==> config.mk <==
export PLATFORM = sky130hd
export DESIGN_NAME = out_port_arbiter
export DESIGN_NICKNAME = d
export VERILOG_FILES = /design/src/rtl/router_pkg.sv /design/src/rtl/rr_arbiter.sv /design/src/rtl/out_port_arbiter.sv
export SDC_FILE = /design/constraint.sdc
export NUM_CORES = 1
export LEC_CHECK = 0
export ABC_AREA = 1
export CAP_MARGIN = 30
export CORE_MARGIN = 10
export CORE_UTILIZATION = 40
export CTS_BUF_LIST = sky130_fd_sc_hd__clkbuf_8
export CTS_CLUSTER_DIAMETER = 200
export CTS_CLUSTER_SIZE = 8
export DETAILED_ROUTE_END_ITERATION = 7
export PLACE_DENSITY = 0.95
export RECOVER_POWER = 25
export SLEW_MARGIN = 20
export SYNTH_ARGS = -nofsm -noshare
export SYNTH_HDL_FRONTEND = slang
export SYNTH_SLANG_ARGS = --single-unit
==> constraint.sdc <==
create_clock -name clk -period 4.4 [get_ports clk]
set_input_delay 0.44 -clock clk [delete_from_list [all_inputs] [get_ports clk]]
set_output_delay 0.44 -clock clk [all_outputs]
set_load 0.02 [all_outputs]
==> src/rtl/router_pkg.sv <==
// Types and helpers shared by the router output-side blocks.
// Defaults, arbiter state encoding and flattened-bus word offsets.
package router_pkg;

  localparam int DATA_WIDTH_DEF = 64;
  localparam int NUM_IN_DEF     = 4;

  typedef enum logic [1:0] {
    ST_IDLE = 2'd0,
    ST_RD   = 2'd1,
    ST_LOAD = 2'd2,
    ST_HOLD = 2'd3
  } arb_state_e;

  // LSB position of word idx inside a flattened bus of width-bit words.
  function automatic int word_lsb(input int idx, input int width);
    return idx * width;
  endfunction

endpackage

==> src/rtl/rr_arbiter.sv <==
// Round-robin pick among requests, searching upward from pointer+1.
// Combinational winner; pointer moves to the committed grant on upd_i.
module rr_arbiter #(
  parameter int NUM_IN = 4,
  parameter int PTR_W  = $clog2(NUM_IN)
) (
  input  logic              clk,
  input  logic              rst,
  input  logic [NUM_IN-1:0] req_i,
  input  logic              upd_i,
  input  logic [PTR_W-1:0]  upd_idx_i,
  output logic [PTR_W-1:0]  win_o,
  output logic              any_o
);

  logic [PTR_W-1:0] ptr_q;
  logic [PTR_W-1:0] idx;

  // Pointer resets to the last input so input 0 is favoured first.
  always_ff @(posedge clk) begin
    if (rst) begin
      ptr_q <= PTR_W'(NUM_IN - 1);
    end else if (upd_i) begin
      ptr_q <= upd_idx_i;
    end
  end

  // Walk from the farthest candidate down so the nearest requester wins.
  always_comb begin
    win_o = '0;
    idx   = '0;
    for (int k = NUM_IN; k >= 1; k--) begin
      idx = PTR_W'((int'(ptr_q) + k) % NUM_IN);
      if (req_i[idx]) begin
        win_o = idx;
      end
    end
  end

  assign any_o = |req_i;

endmodule

==> src/rtl/out_port_arbiter.sv <==
// Drains single-entry input buffers round-robin onto one valid/ready link.
// rd_en in cycle t, out_valid from t+2; holds the word while out_ready is low.
module out_port_arbiter
  import router_pkg::*;
#(
  parameter int DATA_WIDTH = DATA_WIDTH_DEF,
  parameter int NUM_IN     = NUM_IN_DEF,
  parameter int PTR_W      = $clog2(NUM_IN)
) (
  input  logic                         clk,
  input  logic                         rst,
  input  logic [NUM_IN-1:0]            in_empty,
  input  logic [NUM_IN*DATA_WIDTH-1:0] in_data,
  output logic [NUM_IN-1:0]            in_rd_en,
  output logic                         out_valid,
  input  logic                         out_ready,
  output logic [DATA_WIDTH-1:0]        out_data,
  output logic [PTR_W-1:0]             grant_idx
);

  arb_state_e            state_q;
  logic [PTR_W-1:0]      win_q;
  logic                  out_valid_q;
  logic [DATA_WIDTH-1:0] out_data_q;

  logic [PTR_W-1:0]      rr_win;
  logic                  any_req;
  logic [DATA_WIDTH-1:0] in_word [NUM_IN];

  for (genvar g = 0; g < NUM_IN; g++) begin : g_word
    assign in_word[g] = in_data[word_lsb(g, DATA_WIDTH) +: DATA_WIDTH];
  end

  rr_arbiter #(
    .NUM_IN (NUM_IN),
    .PTR_W  (PTR_W)
  ) u_rr (
    .clk       (clk),
    .rst       (rst),
    .req_i     (~in_empty),
    .upd_i     (state_q == ST_RD),
    .upd_idx_i (win_q),
    .win_o     (rr_win),
    .any_o     (any_req)
  );

  // The buffer registers its word on the RD edge, so capture happens in LOAD.
  always_ff @(posedge clk) begin
    if (rst) begin
      state_q     <= ST_IDLE;
      win_q       <= '0;
      out_valid_q <= 1'b0;
      out_data_q  <= '0;
    end else begin
      case (state_q)
        ST_IDLE: begin
          if (any_req) begin
            win_q   <= rr_win;
            state_q <= ST_RD;
          end
        end
        ST_RD: begin
          state_q <= ST_LOAD;
        end
        ST_LOAD: begin
          out_data_q  <= in_word[win_q];
          out_valid_q <= 1'b1;
          state_q     <= ST_HOLD;
        end
        ST_HOLD: begin
          if (out_ready) begin
            out_valid_q <= 1'b0;
            if (any_req) begin
              win_q   <= rr_win;
              state_q <= ST_RD;
            end else begin
              state_q <= ST_IDLE;
            end
          end
        end
        default: begin
          state_q <= ST_IDLE;
        end
      endcase
    end
  end

  always_comb begin
    in_rd_en = '0;
    if (state_q == ST_RD) begin
      in_rd_en[win_q] = 1'b1;
    end
  end

  assign out_valid = out_valid_q;
  assign out_data  = out_data_q;
  assign grant_idx = win_q;

endmodule

==> flow_metrics.py, run 1 <==
metrics = {
    "clocking": {
        "cts.sinks": 71,
        "clockBufferDepth": 2,
        "htree_levels": 3,
        "cts_made_buffers": 9,
        "insertion_delay_ns": 0.34,
        "clkTransAtPathRegs_ns": 0.08,
        "cts_tree": "built",
        "ctsResizeCount": 0,
        "postCtsSetupBuffers": 0,
        "cts_root_buffer": "clkbuf_8",
        "postCtsHoldBufs": 0,
    },
    "run": {
        "maxCapViolCount": 0,
    },
    "floorplan": {
        "fp.dieH_um": 130.4,
        "fp.dieW_um": 130.4,
        "die_area_mm2": 0.01700,
        "row_count": 40,
        "initial_core_util_pct": 40.73,
        "design.portCount": 334,
        "core_mm2": 0.01196,
    },
    "layout": {
        "area_delta_synth_final_pct": 70.96,
        "drive_above_1_share_pct": 5.479,
        "fin_cells": 1242,
        "nets": 1358,
        "final_common_cell": "clkdlybuf4s50_1",
        "final_cell_mix": "300 x clkdlybuf4s50_1, 265 x nor2_1, 97 x o21ai_1, 74 x inv_1, 71 x o21ai_0",
        "antennaDiodeCount": 0,
        "num-fill-cells": 959,
    },
    "route": {
        "drtIter0Drc": 502,
        "vias": 6469,
        "totalWireLength_um": 21060,
        "dr.pass1.iters": 5,
        "ant_nets": 0,
        "post_drt_wl_per_cell_um": 16.96,
        "vias_per_cell": 5.209,
        "drc": 0,
    },
    "global_route": {
        "grt_pass1_wl_um": 31530,
        "track_usage_pct": 23.27,
        "overflow": 0,
        "grt_max_degree": 90,
        "antenna_found_initial": 0,
        "grt_pass1_vias": 6199,
    },
    "critical_path": {
        "cp_max_fo": 78,
        "arrival_ns": 2.66,
        "crit_required_ns": 3.96,
        "cp-end-kind": "output port",
        "cpLargestDelayFamily": "buffers and inverters",
        "startpoint_type": "flop",
        "path_class": "flop to output port",
        "cpPeakStageDelay_ns": 0.70,
        "cp_slowest_cell": "dfxtp_4",
        "cp_cell_sequence": "buf_4 > nand2_1 > nor2_1 > clkdlybuf4s50_1",
        "critical_path_buf_inv_count": 2,
    },
    "timing": {
        "relSlewSlack_pct": 36.53,
        "finalCritPeriodShare_pct": 70.49,
        "fin_crit_ns": 3.101,
        "worst_slew_pin_slew_ns": 0.9521,
        "layout_setup_ws_ns": 1.299,
        "slew_viol_final": 0,
        "tns_ns": 0,
        "fin_worst_skew_ns": 0.008335,
        "setup_violations": 0,
        "fmax_mhz": 322.4,
        "hold_viol_final": 0,
        "rsz0062_at_grt": "false",
    },
    "placement": {
        "post-place-cells": 1226,
        "port_buffers": 333,
        "dp_hpwl_um": 16320,
        "pre_cts_ws_ns": 1.636,
        "gp_congestion": 0.8645,
    },
    "synthesis": {
        "ys_seq_area_share_pct": 29.17,
        "avgSynthCellArea_um2": 6.067,
        "postSynthCellCount": 803,
        "synth.distinct_cells": 20,
        "ys_seq_elements": 71,
        "syn_area_mm2": 0.004872,
        "synthesis.nets": 1071,
        "yosys_warnings": 0,
    },
    "pwr": {
        "peakVddDrop_uv": 281.8,
        "leakagePower_nw": 3.765,
        "power_density_mw_per_mm2": 514.7,
    },
    "status": {
        "status": "complete, no violations",
    },
    "min_path": {
        "min_path_type": "flop to flop",
    },
}
state kept, by name, indices dropped and copies added (netlist names):
| register | cells |
|---|---|
| u_rr.ptr_q | 2 |
| state_q | 2 |
| out_valid | 1 |
| out_data | 64 |
| grant_idx | 2 |
worst paths after layout:
path	endpoint	depth (start not counted)	start	slack (ns)
worst min register to register	out_valid	2	out_valid	0.50
worst max register to register	out_data[18]	6	grant_idx[0]	1.98
worst max-delay path	in_rd_en[3]	4	grant_idx[0]	1.30
worst min-delay path	out_valid	2	out_valid	0.50
worst register-to-register path, stage by stage, from the launching register on:
cell,delay [ns]
dfxtp_4,0.51
inv_4,0.78
buf_4,0.57
o21ai_1,0.14
o22ai_1,0.24
o21ai_1,0.09
inv_1,0.05
cell usage after synthesis:
library cell	instances	share of area (%)
nor2_1	265	20
o21ai_1	98	10
inv_1	74	5.7
dfxtp_1	71	29
o21ai_0	70	7.2
o22ai_1	64	8.2
nand2_1	39	3.0
clkbuf_1	29	2.2
o21ai_2	26	4.7
buf_2	16	1.6
buf_6	13	3.0
nand3_1	8	0.82
a21oi_1	6	0.62
buf_1	6	0.46
inv_2	6	0.46
ha_1	5	1.3
o211ai_1	4	0.62
a22oi_1	1	0.15
inv_4	1	0.13
nand4_1	1	0.13
cell type report:
type                            instances  area, um2  share of cell area, %
Timing Repair Buffer                  340       3393                  40.74
Inverter                               81      306.5                  3.680
Clock buffer                           11      151.4                  1.818
Tap cell                              147      183.9                  2.208
Multi-Input combinational cell        587       2789                  33.48
Sequential cell                        71       1426                  17.12
Clock inverter                          5      78.83                 0.9464
power breakdown:
group	internal, W	total (W)	switching [W]
Sequential	0.000882	0.00105	0.000165
Clock	0.000350	0.000602	0.000252
Combinational	0.00110	0.00264	0.00154
metrics by stage:
stage | hold WS, ns | instance area, um2 | power (W) | util [%]
finish | 0.4969 | 8329 | 0.004287 | 69.63
global route | 0.5202 | 8329 | 0.004639 | 69.63
CTS | 0.5097 | 8329 | 0.004359 | 69.63
detailed placement | 0.4913 | 8099 | 0.003739 | 67.71
global placement | 0.4831 | 8079 | 0.003658 | 67.54
floorplan | 0.5019 | 4872 | 0.002736 | -
metal layers:
| metal | GRT usage [%] | part of all wire (%) | up-vias |
|---|---|---|---|
| met1 | 23.80 | 35 | 2878 |
| li1 | - | - | 3196 |
| met3 | 11.20 | 13 | 48 |
| met5 | 0 | 0 | - |
| met2 | 40.65 | 48 | 347 |
| met4 | 8.241 | 3.6 | 0 |
cell families after synthesis:
kind of cell	count (synthesis)	share of synthesized area (%)
buf+inv	145	13.64
flops	71	29.17
simple gates	313	24.37
fa+ha+maj	5	1.284
compound gates	269	31.54
Note: power is estimated with default switching activity, not from simulation.
==> inputs of run 2 (changes only) <==
Settings changed: CORE_UTILIZATION 40 to 37, PLACE_DENSITY 0.95 to 0.93.
Clock period 4.4 ns to 2.92 ns, I/O delays scaled along.
==> run 2 against run 1 <==
  * Die area increased by 6.8%
  * Clock skew rose by 0.0011 ns
  * Critical path type unchanged
  * Total power rose by 51%
  * Setup slack worse by 0.77 ns
  * First-iteration DRC count fell by 19%
  * Largest power group unchanged
  * Sequential share of layout area fell by 0.14 points
  * Final cell count grew 2.3%
  * Utilization is 3.9 points lower
  * Flip-flop and latch count unchanged
  * Non-clock buffer count is 2 higher
  * Critical path depth stayed put
  * Largest cell class unchanged
  * Critical endpoint is now in_rd_en[2]
  * Sequential power increased by 46%
==> flow_metrics.py, run 2 (synthesis results as in run 1) <==
metrics = {
    "status": {
        "status": "complete, no violations",
    },
    "layout": {
        "postLayoutCoreUtil_pct": 65.76,
        "nets": 1360,
        "stdcell_area_mm2": 0.008399,
        "area_delta_synth_final_pct": 72.39,
        "final_cell_mix": "303 x clkdlybuf4s50_1, 265 x nor2_1, 96 x o21ai_1, 77 x inv_1, 72 x o21ai_0",
        "fin_cells": 1271,
        "final_common_cell": "clkdlybuf4s50_1",
        "drive_above_1_share_pct": 5.378,
        "largest_reg_flops": 64,
    },
    "clocking": {
        "htree_levels": 3,
        "cts_root_buffer": "clkbuf_8",
        "postCtsSetupBuffers": 0,
        "cts.sinks": 71,
        "ctsResizeCount": 0,
        "clockBufferDepth": 2,
        "insertion_delay_ns": 0.33,
        "cts_made_buffers": 9,
        "postCtsHoldBufs": 0,
        "cts_tree": "built",
        "clkTransAtPathRegs_ns": 0.08,
    },
    "floorplan": {
        "fp.dieH_um": 134.8,
        "design.portCount": 334,
        "core_mm2": 0.01277,
        "row_count": 41,
        "initial_core_util_pct": 38.14,
        "die_area_mm2": 0.01816,
        "fp.dieW_um": 134.8,
    },
    "timing": {
        "hold_slack_ns": 0.4558,
        "setup_violations": 0,
        "fin_worst_skew_ns": 0.009404,
        "finalCritPeriodShare_pct": 81.81,
        "rsz0062_at_grt": "false",
        "tns_ns": 0,
        "slew_viol_final": 0,
        "fin_crit_ns": 2.389,
        "worst_slew_pin_slew_ns": 0.7894,
        "fmax_mhz": 418.6,
        "hold_viol_final": 0,
        "relSlewSlack_pct": 47.38,
    },
    "global_route": {
        "overflow": 0,
        "grt_max_degree": 71,
        "antenna_found_initial": 2,
        "grt_pass1_wl_um": 32910,
        "grt_pass1_vias": 6356,
        "track_usage_pct": 22.45,
    },
    "critical_path": {
        "cp-end-kind": "output port",
        "ff2ff_setup_slack_ns": 1.09,
        "cpPeakStageDelay_ns": 0.62,
        "path_class": "flop to output port",
        "cp_max_fo": 67,
        "r2r-start": "grant_idx[1]",
        "r2r-end": "out_data[8]",
        "cpLargestDelayFamily": "buffers and inverters",
        "critical_path_buf_inv_count": 2,
        "cp_cell_sequence": "buf_4 > nand2_1 > nor2_1 > clkdlybuf4s50_1",
        "ff2ff_path_depth": 6,
        "startpoint_type": "flop",
        "arrival_ns": 2.10,
        "cp_slowest_cell": "clkdlybuf4s50_1",
        "crit_required_ns": 2.63,
    },
    "placement": {
        "post_dp_cell_area_mm2": 0.008170,
        "post-place-cells": 1253,
        "dp_hpwl_um": 17070,
        "gp_congestion": 0.9297,
        "port_buffers": 333,
    },
    "pwr": {
        "power_density_mw_per_mm2": 771.6,
        "peakVddDrop_uv": 384.0,
        "leakagePower_nw": 3.788,
    },
    "route": {
        "totalWireLength_um": 21660,
        "post_drt_wl_per_cell_um": 17.04,
        "vias": 6448,
        "dr.pass1.iters": 5,
        "ant_nets": 0,
        "drtIter0Drc": 407,
        "drc": 0,
        "vias_per_cell": 5.073,
    },
    "min_path": {
        "hold_start": "rst",
        "holdPathEnd": "out_valid",
        "min_path_type": "input pin to flop",
        "hold-path-cell-count": 3,
    },
    "run": {
        "maxCapViolCount": 0,
    },
}
## run 2: cell count changes in the layout (fill, tap and decap cells not counted), sizes merged
cell           previous run  this run
dlygate4sd3              32        29
inv                      82        83
diode                     0         2
clkdlybuf4s50           300       303
clkinvlp                  1         0
buf                       8        10
## run 2: how the worst max path moves through the flow
| stage | slack (ns) | endpoint | cells after the start | from |
|---|---|---|---|---|
| final | 0.53 | in_rd_en[2] | 4 | grant_idx[1] |
| after global routing | 0.41 | in_rd_en[2] | 4 | grant_idx[1] |
| after CTS | 0.54 | in_rd_en[2] | 4 | grant_idx[1] |
| after detailed placement | 0.93 | in_rd_en[2] | 4 | grant_idx[1] |
| after global placement | 0.94 | in_rd_en[2] | 4 | grant_idx[1] |
| after floorplan | 1.36 | in_rd_en[1] | 4 | grant_idx[0] |
## run 2: cell type report
class	instances	area, um2
Inverter	81	306.5
Timing Repair Buffer	342	3433
Clock inverter	5	72.57
Multi-Input combinational cell	587	2789
Sequential cell	71	1426
Fill cell	1072	4374
Clock buffer	11	151.4
Tap cell	172	215.2
Antenna cell	2	5.005
## run 2: per-stage QoR
stage               total power (W)  worst slack, ns
floorplan                  0.004123            1.364
global placement           0.005530           0.9426
detailed placement         0.005683           0.9289
CTS                        0.006582           0.5363
global route               0.007006           0.4071
finish                     0.006481           0.5313
## run 2: worst register-to-register path: stages (launching register included)
cell	delay [ns]
dfxtp_2	0.33
inv_2	0.46
buf_4	0.56
o21ai_0	0.19
o22ai_1	0.14
o21ai_1	0.07
inv_1	0.05
## run 2: layer usage
layer	share of wire (%)	global-route usage, %	vias up	routed length, um
met2	49	38.85	309	10570
met5	0	0	-	0
li1	-	-	3218	-
met4	3.2	9.432	0	683
met3	9.9	8.791	44	2136
met1	38	23.76	2877	8270
## run 2: power breakdown
part | switching [W] | leakage, nW | total (W) | internal (W)
clock | 0.000362 | 0.122 | 0.000883 | 0.000521
combinational | 0.00239 | 3.08 | 0.00407 | 0.00168
sequential | 0.000200 | 0.583 | 0.00153 | 0.00133
==> inputs of run 3 (changes only) <==
Clock period 2.92 ns to 2.2 ns, I/O delays scaled along.
==> run 3 against run 2 <==
  * Cell area rose by 0.25%
  * Global-route usage rose by 0.30 points
  * Flip-flop and latch count did not move
  * Sequential share of layout area barely moved
  * Count of clock-buffer cells in the layout fell by 1
  * Final cell count rose by 0.39%
  * Total power rose by 30%
  * First-iteration DRC count fell by 0.25%
  * Via count barely moved
==> flow_metrics.py, run 3 (synthesis results as in run 1) <==
metrics = {
    "status": {
        "status": "complete, no violations",
    },
    "pwr": {
        "power_density_mw_per_mm2": 1001,
        "totalPowerFinal_w": 0.008428,
        "leakagePower_nw": 3.880,
        "peakVddDrop_uv": 448.9,
    },
    "timing": {
        "relSlewSlack_pct": 43.90,
        "slew_viol_final": 0,
        "fin_crit_ns": 1.817,
        "worst_slew_pin_slew_ns": 0.8416,
        "finalCritPeriodShare_pct": 82.59,
        "hold_viol_final": 0,
        "fin_worst_skew_ns": 0.008740,
        "fmax_mhz": 550.4,
        "tns_ns": 0,
        "hold_slack_ns": 0.3281,
        "setup_violations": 0,
        "rsz0062_at_grt": "false",
    },
    "run": {
        "maxCapViolCount": 0,
    },
    "layout": {
        "area_delta_synth_final_pct": 72.83,
        "final_common_cell": "clkdlybuf4s50_1",
        "final_cell_mix": "299 x clkdlybuf4s50_1, 265 x nor2_1, 96 x o21ai_1, 78 x inv_1, 72 x o21ai_0",
        "drive_above_1_share_pct": 5.888,
        "nets": 1368,
        "antennaDiodeCount": 0,
        "largest_reg_flops": 64,
    },
    "placement": {
        "dp_hpwl_um": 17470,
        "gp_congestion": 0.9309,
        "port_buffers": 333,
    },
    "clocking": {
        "postCtsHoldBufs": 0,
        "cts_tree": "built",
        "cts.sinks": 71,
        "clockBufferDepth": 2,
        "clkTransAtPathRegs_ns": 0.07,
        "insertion_delay_ns": 0.34,
        "cts_made_buffers": 9,
        "htree_levels": 3,
        "cts_root_buffer": "clkbuf_8",
    },
    "critical_path": {
        "cp-end-kind": "flop",
        "ff2ff_setup_slack_ns": 0.38,
        "path_class": "flop to flop",
        "cp_max_fo": 38,
        "crit_required_ns": 2.49,
        "arrival_ns": 2.10,
        "startpoint_type": "flop",
    },
    "floorplan": {
        "initial_core_util_pct": 38.14,
        "die_area_mm2": 0.01816,
        "core_mm2": 0.01277,
        "fp.dieH_um": 134.8,
        "fp.dieW_um": 134.8,
        "row_count": 41,
        "design.portCount": 334,
    },
    "route": {
        "totalWireLength_um": 21830,
        "post_drt_wl_per_cell_um": 17.11,
        "drtIter0Drc": 406,
        "vias": 6442,
        "drc": 0,
        "dr.pass1.iters": 5,
        "ant_nets": 0,
        "vias_per_cell": 5.049,
    },
    "global_route": {
        "overflow": 0,
        "antenna_found_initial": 0,
        "track_usage_pct": 22.75,
        "grt_pass1_vias": 6439,
        "grt_max_degree": 58,
        "grt_pass1_wl_um": 33510,
    },
    "min_path": {
        "min_path_type": "input pin to flop",
    },
}
[run 3: cell count changes in the layout (fill, tap and decap cells not counted), sizes merged]
cell	change
inv	+2
bufinv	-2
clkdlybuf4s50	-4
dlymetal6s2s	+4
diode	-2
buf	+7
[run 3: routing by layer]
| layer | up-vias | wire (um) | share of wire [%] | track usage, % |
|---|---|---|---|---|
| li1 | 3226 | - | - | - |
| met1 | 2871 | 8145 | 37 | 24.05 |
| met2 | 298 | 10670 | 49 | 39.72 |
| met3 | 47 | 2316 | 11 | 8.642 |
| met4 | 0 | 706 | 3.2 | 9.250 |
| met5 | - | 0 | 0 | 0 |
[run 3: layout make-up]
cell class,count,area (um2)
fillers,1097,4353
repair buffers,350,3526
multi-input cells,587,2789
flip-flops and latches,71,1426
inverters,81,306.5
well taps,172,215.2
clock buffers,10,137.6
clock inverters,5,20.02
[run 3: path summary, 6_finish.rpt]
| path | start | end | cells past startpoint |
|---|---|---|---|
| setup / recovery | state_q[0] | out_data[56] | 7 |
| hold / removal | rst | out_valid | 2 |
| setup reg to reg | state_q[0] | out_data[56] | 7 |
| hold reg to reg | out_valid | out_valid | 2 |
[run 3: power breakdown]
part / switching [W] / internal, W / total (W)
Clock: 0.000468 / 0.000417 / 0.000884
Combinational: 0.00314 / 0.00230 / 0.00545
Sequential: 0.000331 / 0.00177 / 0.00210
Total: 0.00394 / 0.00449 / 0.00843
[run 3: per-stage QoR]
step	worst slack (ns)	util (%)	cells	area, um2
global route	0.2220	65.92	1276	8421
global placement	0.4638	64.63	1261	8255
finish	0.3830	65.92	1276	8421
CTS	0.02412	65.86	1276	8413
detailed placement	0.4110	64.63	1261	8255
floorplan	0.7162	-	803	4872
[run 3: worst max-delay path, stage by stage, from the launching register on]
cell	delay [ns]
dfxtp_1	0.36
inv_1	0.13
ha_2	0.21
clkbuf_2	0.66
nor2_1	0.14
nor2_1	0.13
o21ai_1	0.07
inv_1	0.05
[run 3: repair_timing]
| item | 4_1_cts | 5_1_grt |
|---|---|---|
| hold endpoints to repair | 0 | 0 |
| gates resized for setup | 0 | 5 |
| endpoints found under the setup margin | 0 | 4 |
| setup buffers | 0 | 0 |
